===== src/rtl/packetizer_dta_serial.sv =====
// rtl/packetizer_dta_serial.sv - serialising NoC packetizer with tag allocation and outstanding counter
// Optional outstanding-transaction throttle: PKT_DTA_OUTSTANDING_LIMIT_EN
module packetizer_dta_serial #(
  parameter int ADDRESS_WIDTH    = 4,
  parameter int VC_ADDRESS_WIDTH = 1,
  parameter int WIDTH_IN         = 32,
  parameter int TAG_WIDTH        = 8,
  parameter int FLIT_WIDTH       = 36,
  parameter int MAX_OUTSTANDING  = 16
) (
  input  logic                                    clk,
  input  logic                                    rst_n,
  input  logic [WIDTH_IN-1:0]                     data_in,
  input  logic                                    valid_in,
  input  logic [ADDRESS_WIDTH-1:0]                dst_in,
  input  logic [VC_ADDRESS_WIDTH-1:0]             vc_in,
  input  logic [ADDRESS_WIDTH-1:0]                ret_dst_in,
  input  logic [VC_ADDRESS_WIDTH-1:0]             ret_vc_in,
  output logic                                    ready_out,
  output logic [TAG_WIDTH-1:0]                    tag_out,
  input  logic                                    tag_ret_valid,
  output logic [$clog2(MAX_OUTSTANDING+1)-1:0]    outstanding,
  output logic [FLIT_WIDTH-1:0]                   data_out,
  output logic                                    valid_out,
  input  logic                                    ready_in
);

  localparam int PAYLOAD_W = TAG_WIDTH + ADDRESS_WIDTH + VC_ADDRESS_WIDTH + WIDTH_IN;
  localparam int CHUNK_W   = FLIT_WIDTH - 3 - ADDRESS_WIDTH - VC_ADDRESS_WIDTH;
  localparam int CHUNK_S   = (CHUNK_W < 1) ? 1 : CHUNK_W;
  localparam int NUM_FLITS = (PAYLOAD_W + CHUNK_S - 1) / CHUNK_S;
  localparam int PAD_W     = NUM_FLITS * CHUNK_S;
  localparam int CNT_W     = (NUM_FLITS > 1) ? $clog2(NUM_FLITS) : 1;
  localparam int OS_W      = $clog2(MAX_OUTSTANDING + 1);

  if (CHUNK_W < 1) begin : g_chunk_check
    $error("packetizer_dta_serial: FLIT_WIDTH leaves no room for payload");
  end

  typedef enum logic {IDLE, SEND} state_t;

  state_t                        state;
  logic [CNT_W-1:0]              flit_cnt;
  logic [PAD_W-1:0]              payload_q;
  logic [ADDRESS_WIDTH-1:0]      dst_q;
  logic [VC_ADDRESS_WIDTH-1:0]   vc_q;
  logic [TAG_WIDTH-1:0]          tag_q;
  logic                          credit_ok;
  logic                          last_flit;
  logic                          accept;
  logic [PAD_W-1:0]              new_payload;

  function automatic logic [FLIT_WIDTH-1:0] build_flit(
    input logic [CNT_W-1:0]            k,
    input logic [PAD_W-1:0]            p,
    input logic [ADDRESS_WIDTH-1:0]    d,
    input logic [VC_ADDRESS_WIDTH-1:0] v
  );
    logic [CHUNK_S-1:0] chunk;
    logic               head;
    logic               tail;
    chunk = CHUNK_S'(p >> (int'(k) * CHUNK_S));
    head  = (k == '0);
    tail  = (k == CNT_W'(NUM_FLITS - 1));
    return {1'b1, head, tail, d, v, chunk};
  endfunction

`ifdef PKT_DTA_OUTSTANDING_LIMIT_EN
  assign credit_ok = (outstanding < OS_W'(MAX_OUTSTANDING));
`else
  assign credit_ok = 1'b1;
  logic unused_tag_ret;
  assign unused_tag_ret = tag_ret_valid;
`endif

  assign last_flit   = (flit_cnt == CNT_W'(NUM_FLITS - 1));
  assign ready_out   = credit_ok & ((state == IDLE) | ((state == SEND) & last_flit & ready_in));
  assign accept      = valid_in & ready_out;
  assign tag_out     = tag_q;
  // Zero-extension of the payload gives the last chunk its zero padding.
  assign new_payload = PAD_W'({tag_q, ret_dst_in, ret_vc_in, data_in});

  always_ff @(posedge clk or negedge rst_n) begin
    if (!rst_n) begin
      state     <= IDLE;
      flit_cnt  <= '0;
      payload_q <= '0;
      dst_q     <= '0;
      vc_q      <= '0;
      data_out  <= '0;
      valid_out <= 1'b0;
    end else if (accept) begin
      // Covers both a fresh start from IDLE and a back-to-back reload on the tail flit.
      state     <= SEND;
      flit_cnt  <= '0;
      payload_q <= new_payload;
      dst_q     <= dst_in;
      vc_q      <= vc_in;
      data_out  <= build_flit('0, new_payload, dst_in, vc_in);
      valid_out <= 1'b1;
    end else if (state == SEND && ready_in) begin
      if (last_flit) begin
        state     <= IDLE;
        data_out  <= '0;
        valid_out <= 1'b0;
      end else begin
        flit_cnt <= flit_cnt + CNT_W'(1);
        data_out <= build_flit(flit_cnt + CNT_W'(1), payload_q, dst_q, vc_q);
      end
    end
  end

  always_ff @(posedge clk or negedge rst_n) begin
    if (!rst_n) begin
      tag_q <= '0;
    end else if (accept) begin
      tag_q <= tag_q + TAG_WIDTH'(1);
    end
  end

  always_ff @(posedge clk or negedge rst_n) begin
    if (!rst_n) begin
      outstanding <= '0;
    end else begin
`ifdef PKT_DTA_OUTSTANDING_LIMIT_EN
      case ({accept, tag_ret_valid})
        2'b10:   outstanding <= outstanding + OS_W'(1);
        2'b01:   if (outstanding != '0) outstanding <= outstanding - OS_W'(1);
        default: outstanding <= outstanding;
      endcase
`else
      if (accept) outstanding <= outstanding + OS_W'(1);
`endif
    end
  end

endmodule


===== config.mk =====
export PLATFORM = sky130hd
export DESIGN_NAME = packetizer_dta_serial
export DESIGN_NICKNAME = d
export VERILOG_FILES = /design/src/rtl/packetizer_dta_serial.sv
export SDC_FILE = /design/constraint.sdc
export NUM_CORES = 1
export LEC_CHECK = 0
export ABC_AREA = 1
export BUFFER_PORTS_ARGS = -buffer_cell sky130_fd_sc_hd__clkbuf_2
export CORE_UTILIZATION = 26
export DETAILED_ROUTE_END_ITERATION = 7
export PLACE_DENSITY_LB_ADDON = 0.12
export REMOVE_ABC_BUFFERS = 1
export SLEW_MARGIN = 0
export SYNTH_ARGS = -nofsm -noshare
export SYNTH_HDL_FRONTEND = slang
export SYNTH_SLANG_ARGS = --single-unit
export TNS_END_PERCENT = 5

===== constraint.sdc =====
create_clock -name clk -period 1.5 [get_ports clk]
set_input_delay 0.225 -clock clk [delete_from_list [all_inputs] [get_ports clk]]
set_output_delay 0.225 -clock clk [all_outputs]
set_load 0.1 [all_outputs]

==> reports/results.env, run 1 <==
DRC_ERRORS=0
FINAL_ANTENNA_VIOLATING_NET_COUNT=0
NUMBER_OF_DISTINCT_LIBRARY_CELLS_AFTER_SYNTHESIS=23
SYNTH_COMPOUND_AREA_SHARE_PCT=7.68
CRITPATHSLOWESTCELL='dfrtp_2'
MOSTFREQUENTLAYOUTCELL='nand2_1'
FINALNONFILLERCELLS=684
CLKSINKCOUNT=73
NFILLCELLS=1375
GPL.FINAL_WEIGHTED_CONGESTION=0.680
DESIGN.CORE.AREA_UM2=12600
VIAS=2834
CLKPWRFRAC_PCT=18.3
WORST_HOLD_PATH.NUM_CELLS=3
SLEW_HR_PCT=62.8
DETAIL_ROUTE.WIRELENGTH_UM=8890
INITIAL_UTILIZATION_PCT=26.6
HOLD_PATH_CLASS='input pin to flip-flop'
REPORT.FINAL.SETUP_VIOL=0
DRV_CAP=0
INTERNAL_POWER_uW=4940
GRT_OVERFLOW=0
HPWL_UM=5840
CRITICAL_PATH.MAX_STAGE_DELAY_NS=0.43
LAYOUT_COMMON_CELLS='nand2_1 (156), clkbuf_2 (81), dfrtp_1 (72)'
FINAL.SETUP.WORST_SLACK_NS=0.0565
GRT_MAX_DEGREE=74
DIODE_INSERTION_COUNT_FOR_ANTENNA_REPAIR=0
TIMING.SETUP.CRITICAL_PATH_CLASS='flip-flop to output pin'
GRT_FIRST_PASS_WIRELENGTH_UM=14200
IRDROPWORSTVDD_mV=0.977
VIA_COUNT_OF_THE_FIRST_GLOBAL_ROUTING_PASS=2745
SEQ_POWER_SHARE_PCT=28.9
CTS_MADE_BUFFERS=9
ROUTE.DETAILED.WL_PER_INST_UM=13.0
LAYOUT_WORST_PATH_CYCLE_SHARE_PCT=96.2
YOSYS.AREA_SHARE.SIMPLE_PCT=25.8
DIE-AREA_UM2=13400
SYNTH_XOR_AREA_SHARE_PCT=1.30
NUM_ROWS=41
CLOCK.FMAX_MHz=693
FP.DIEW_UM=116
TIGHTESTPINTRANSITION_NS=0.560
HEIGHT_OF_THE_CHIP_UM=116
DETAIL_ROUTE.VIAS_PER_CELL=4.14
SYNTH.TOP_CELL.AREA_SHARE_PCT=54.4
REPORT.FINAL.SLEW_VIOL_COUNT=0
POST-PLACE-WS_NS=0.181
DRT_ITER0_MARKERS=106
P_LEAK_uW=0.00245
COMBINATIONALPOWERSHARE_PCT=52.9
DRT_PRE_ANTENNA_ITERS=4
GLOBALROUTETOTALUTIL_PCT=14.4
REG2REG_SLACK_NS=0.11
NETSWITCHINGFRACTION_PCT=53.0
SYNTH.MUX.AREA_FRACTION_PCT=0
DESIGN.FINAL.NETS=557
WORST-ENDPOINT-REQUIRED_NS=1.27
WORST_EP_ARRIVAL_TIME_NS=1.22
NETLIST_AREA_UM2=3360
FIN_WORST_SKEW_NS=0.00402
SYNTHESIS.INSTANCES=400
SYN_TO_FINAL_GROWTH_PCT=33.5
FLOORPLAN.IO_PINS=98
FINAL_CORE_UTIL_PCT=35.5
MIN_PERIOD_NS=1.44
DEEPEST_LEVEL_OF_THE_CTS_H_TREE=3
CLOCK_ROOT_BUFFER='clkbuf_16'
YS_TOP_CELLS_BY_AREA='dfrtp_1 (54%), nand2_1 (17%), inv_1 (5.1%), nand3_1 (4.9%), o21ai_0 (3.4%)'
CRITICAL_PATH.MOST_COMMON_CELL='buf_4'
POST_SYNTH.CELL_AREA_AVG_UM2=8.39
GRT_ANTENNA_BEFORE_REPAIR=0
POWER.DENSITY_CELL_AREA_nW_PER_UM2=2350
WORST_SETUP_EP_TYPE='output pin'
NUMPORTBUFFERS=96
SYNTH_SEQ_AREA_SHARE_PCT=54.4
WORST_SETUP_HOLD_PATH_CLK_SLEW_NS=0.06
DP.CELLS=663
HOLD_VIOL=0
TIMING.CRITICAL_PATH.CELLS='buf_4, buf_4, buf_12'
SYNTHDOMINANTAREACELLTYPE='dfrtp_1'
POST_ROUTE_CELLS_DRIVE_ABOVE_1_SHARE_PCT=27.1
SYNTH_FA_HA_AREA_SHARE_PCT=0.746
CRIT_PATH_MAX_FANOUT=4
TOTALPOWERFINAL_uW=10500
SYNTH_TOP_FAMILY_BY_AREA='simple AND/OR/NAND/NOR gates'
STARTPOINT_TYPE='flip-flop'
GRT_SETUP_UNREPAIRED='no'
TRITONCTS='done'
STATUS='finished, final reports clean'
MAX-CLOCK-PATH-BUFFERS=2
POWER.SWITCHING_uW=5570
SYNTHESIS_WARNING_TOTAL=0
SOURCE_TO_SINK_CLOCK_DELAY_AT_THE_LATER_PIN_OF_THE_WORST_SKEW_PAIR_NS=0.33
R2R_CELLS=9
SYNTH_SEQ_CELLS=73
[worst max-delay path, delay by kind of cell, from the launching register on]
family                 cells  cell delay, ns
DFF                        1            0.43
buffers and inverters      3            0.46
[routing by layer]
metal,vias to the layer above,track usage [%],part of all wire (%)
met5,-,0,0
met4,0,7.01,1.9
met3,13,3.09,4.0
met2,58,23.2,47
met1,1295,18.3,47
li1,1468,-,-
[power by group through the flow]
stage / Combinational [uW] / Sequential [uW] / Clock [uW]
after global routing: 5890 / 3120 / 2120
after floorplan: 1130 / 6140 / 0
after CTS: 5590 / 3040 / 2010
final: 5560 / 3030 / 1920
after detailed placement: 5520 / 3070 / 0
after global placement: 5500 / 3060 / 0
[registers in the layout, indices dropped and copies added (netlist names)]
register	count
vc_q	1
data_out	36
tag_out	8
payload_q	17
dst_q	4
outstanding	5
flit_cnt	1
state	1
[through the flow]
step	cell area (um2)	hold WS (ns)	TNS, ns
floorplan	3200	-0.0706	-82.35
global placement	4160	0.288	0
detailed placement	4160	0.292	0
CTS	4460	0.0730	0
global route	4480	0.0819	0
finish	4480	0.0844	0
[logic make-up (layout without fill, tap and decap cells)]
logic type / count (synthesis) / count (layout)
DFF: 73 / 73
buffers and inverters: 70 / 182
AOI/OAI and AO/OA: 42 / 42
xor gates and xnor gates: 5 / 5
and+or+nand+nor: 208 / 208
adders and majority gates: 2 / 2
[cells in the mapped netlist]
cell	instances
nand3_1	33
inv_1	46
nand2_1	156
nand3_2	1
xor2_1	3
buf_6	8
clkbuf_1	2
buf_2	12
ha_1	2
o211ai_1	7
a21oi_1	1
o21ai_2	2
o21a_1	9
nand2_4	1
nor2_1	8
o21ai_0	23
nor2_4	1
dfrtp_1	73
nand2_2	2
nand3b_1	1
nand4_1	5
xnor2_1	2
inv_2	2
[timing repair]
action / CTS / global route
gates cloned: 0 / 0
setup buffers: 4 / 1
resized for setup: 1 / 0
setup endpoints to repair: 1 / 3
endpoints found under the hold margin: 73 / 0
pin swaps: 0 / 1
hold buffers: 1 / 0
[cell type report]
cell class | count | area [um2] | area share [%]
inverter | 48 | 180 | 4.02
clock buffer | 15 | 258 | 5.75
timing repair buffer | 119 | 806 | 18.0
tap | 172 | 215 | 4.80
multi-input combinational | 257 | 1190 | 26.6
sequential | 73 | 1830 | 40.8
[final timing paths]
path	to	start
worst min-delay path	payload_q[29]$_DFFE_PN0P_	data_in[29]
min in group asynchronous	payload_q[41]$_DFFE_PN0P_	rst_n
worst max-delay path	valid_out	state$_DFFE_PN0P_
worst min register to register	data_out[34]$_DFFE_PN0P_	data_out[34]$_DFFE_PN0P_
worst max register to register	data_out[32]$_DFFE_PN0P_	state$_DFFE_PN0P_
max in group asynchronous	state$_DFFE_PN0P_	rst_n
Note: power is estimated with default switching activity, not from simulation.
==> run 2: changes to the inputs <==
CORE_UTILIZATION = 51   (was 26)
PLACE_DENSITY = 0.83   (was default)
PLACE_DENSITY_LB_ADDON = default   (was 0.12)
==> run 2 against run 1 <==
Fmax is 0.58% lower. Routed wire length is 14% lower. Via count is 2.0% higher. Total power is 5.7% lower. Combinational power is 2% lower. Non-clock buffer count is 3 lower. Critical path depth is 2 lower. Hold slack worse by 0.011 ns. Clock skew is 0.0022 ns higher. Largest power group unchanged.
==> reports/results.env, run 2 (same netlist as run 1, synthesis figures left out) <==
STATUS='finished, final reports clean'
POST_ROUTE_CELLS_DRIVE_ABOVE_1_SHARE_PCT=27.7  # +0.55 points
POST_DP_CELL_AREA_UM2=4020  # -3.4%
WORST_SETUP_HOLD_PATH_CLK_SLEW_NS=0.07  # about the same
CRIT_PATH_MAX_FANOUT=4  # unchanged
TIMING.CRITICAL_PATH.MAX_DELAY_FAMILY='buffers and inverters'
NFILLCELLS=502  # -63%
DRT_PRE_ANTENNA_ITERS=4  # unchanged
WORST_SETUP_EP_TYPE='output pin'
HPWL_UM=5460  # -6.5%
ROUTE.DETAILED.WL_PER_INST_UM=13.1  # +0.67%
IRDROPWORSTVDD_mV=1.81  # +86%
NUMBER_OF_FLIP_FLOPS_IN_THE_LARGEST_REGISTER=36  # unchanged
DIE-AREA_UM2=6910  # -48%
FLOORPLAN.IO_PINS=98  # unchanged
WORST_HOLD_PATH_STARTPOINT='ret_dst_in[3]'
VIA_COUNT_OF_THE_FIRST_GLOBAL_ROUTING_PASS=2883  # +5.0%
MIN_TO='payload_q[36]$_DFFE_PN0P_'
CLOCK.FMAX_MHz=689  # -0.58%
GRT_MAX_DEGREE=41  # -45%
REPORT.FINAL.SLEW_VIOL_COUNT=0  # unchanged
TRITONCTS='done'
R2R_CELLS=10  # +1
GRT_SETUP_UNREPAIRED='no'
DIODE_INSERTION_COUNT_FOR_ANTENNA_REPAIR=0  # unchanged
SLEW_HR_PCT=63.1  # +0.25 points
MOSTFREQUENTLAYOUTCELL='nand2_1'
VIAS=2890  # +2.0%
DRT_ITER0_MARKERS=180  # +70%
DESIGN.FINAL.NETS=554  # -0.54%
NUM_ROWS=29  # -29%
TOTALNEGATIVESETUPSLACK_NS=0  # unchanged
GLOBALROUTETOTALUTIL_PCT=24.0  # +9.6 points
GRT_ANTENNA_BEFORE_REPAIR=0  # unchanged
STARTPOINT_TYPE='flip-flop'
CTS_MADE_BUFFERS=9  # unchanged
MAX-CLOCK-PATH-BUFFERS=2  # unchanged
GRT_FIRST_PASS_WIRELENGTH_UM=13200  # -7.3%
REPORT.FINAL.SETUP_VIOL=0  # unchanged
NUMPORTBUFFERS=96  # unchanged
P_LEAK_uW=0.00241  # -1.8%
MULTI_INPUT_COMB_AREA_UM2=1200  # +0.42%
REGISTER_AREA_UM2=1830  # unchanged
CRITPATHSLOWESTCELL='clkbuf_2'
DEEPEST_LEVEL_OF_THE_CTS_H_TREE=3  # unchanged
CP_NUM_BUF_INV=1  # -2
REGISTERS.TOP_BY_FF_COUNT='data_out'
WORST-ENDPOINT-REQUIRED_NS=1.27  # about the same
POWER.DENSITY_CELL_AREA_nW_PER_UM2=2330  # -0.52%
REG2REG_SLACK_NS=0.11  # about the same
CLKSINKCOUNT=73  # unchanged
HOLD_VIOL=0  # unchanged
MIN_PERIOD_NS=1.45  # +0.00837 ns
WORST_HOLD_PATH.NUM_CELLS=3  # unchanged
HOLD_PATH_CLASS='input pin to flip-flop'
INITIAL_UTILIZATION_PCT=52.8  # +26 points
FINAL_ANTENNA_VIOLATING_NET_COUNT=0  # unchanged
LAYOUT_WORST_PATH_CYCLE_SHARE_PCT=96.8  # +0.56 points
GPL.FINAL_WEIGHTED_CONGESTION=0.888  # +31%
TOTALPOWERFINAL_uW=9910  # -5.7%
TIMING.SETUP.CRITICAL_PATH_CLASS='flip-flop to output pin'
DETAIL_ROUTE.VIAS_PER_CELL=4.93  # +19%
DRC_ERRORS=0  # unchanged
SYN_TO_FINAL_GROWTH_PCT=26.5
CLOCK_ROOT_BUFFER='clkbuf_8'
DRV_CAP=0  # unchanged
GRT_OVERFLOW=0  # unchanged
DESIGN.CORE.AREA_UM2=6350  # -50%
FP.DIEW_UM=83.1  # -28%
TIMING.CRITICAL_PATH.CELLS='clkbuf_2'
FIN_WORST_SKEW_NS=0.00620  # +0.00218 ns
TIGHTESTPINTRANSITION_NS=0.556  # -0.00379 ns
DETAIL_ROUTE.WIRELENGTH_UM=7670  # -14%
FINAL_AREA_UM2=4250  # -5.3%
REGTOREGSTARTPOINT='state$_DFFE_PN0P_'
FINALHOLDWORSTSLACK_NS=0.0732  # -0.0112 ns
WORST_EP_ARRIVAL_TIME_NS=1.23  # about the same
HEIGHT_OF_THE_CHIP_UM=83.1  # -28%
SOURCE_TO_SINK_CLOCK_DELAY_AT_THE_LATER_PIN_OF_THE_WORST_SKEW_PAIR_NS=0.34  # about the same
ENDPOINT_OF_THE_LOWEST_SLACK_REGISTER_TO_REGISTER_PATH='data_out[30]$_DFFE_PN0P_'
CRITICAL_PATH.MAX_STAGE_DELAY_NS=0.48  # +0.05 ns
LAYOUT_COMMON_CELLS='nand2_1 (156), clkbuf_2 (84), dfrtp_1 (72)'
==> run 2: timing repair <==
| item | in CTS | in global routing |
|---|---|---|
| resized for setup | 4 | 3 |
| endpoints found under the setup margin | 1 | 7 |
| setup buffers | 3 | 0 |
| endpoints found under the hold margin | 17 | 0 |
| hold buffers | 1 | 0 |
==> run 2: worst max-delay path by stage <==
| stage | start | depth (start not counted) | slack, ns | endpoint |
|---|---|---|---|---|
| floorplan | state$_DFFE_PN0P_ | 5 | -1.31 | data_out[0]$_DFFE_PN0P_ |
| global placement | state$_DFFE_PN0P_ | 7 | 0.18 | tag_out[5]$_DFFE_PN0P_ |
| detailed placement | state$_DFFE_PN0P_ | 9 | 0.13 | data_out[30]$_DFFE_PN0P_ |
| CTS | state$_DFFE_PN0P_ | 4 | 0.005 | ready_out |
| global route | state$_DFFE_PN0P_ | 10 | 0.004 | data_out[30]$_DFFE_PN0P_ |
| finish | outstanding[1]$_DFFE_PN0P_ | 1 | 0.05 | outstanding[1] |
==> run 2: final cells by class <==
cell class,count,area share (%)
Sequential cell,73,43.1
Multi-Input combinational cell,257,28.2
Timing Repair Buffer,116,17.9
Inverter,48,4.24
Clock buffer,12,3.89
Tap cell,77,2.27
Clock inverter,3,0.354
==> run 2: metal layers <==
metal	GRT usage (%)	part of all wire, %	wire length (um)
met5	0	0	0
met4	14.3	2.9	223
met3	3.98	4.4	341
met2	38.2	48	3710
met1	30.9	44	3390
==> run 2: where the power goes <==
part | total, uW | internal, uW | switching, uW
logic | 5450 | 1080 | 4380
clock network | 1400 | 719 | 686
registers | 3060 | 2630 | 430
==> run 2: metrics by stage <==
step	instances	util, %	setup WS (ns)
floorplan	378	-	-1.31
global placement	568	63.3	0.184
detailed placement	568	63.3	0.127
CTS	587	66.9	0.00455
global route	586	66.9	0.00365
finish	586	66.9	0.0481
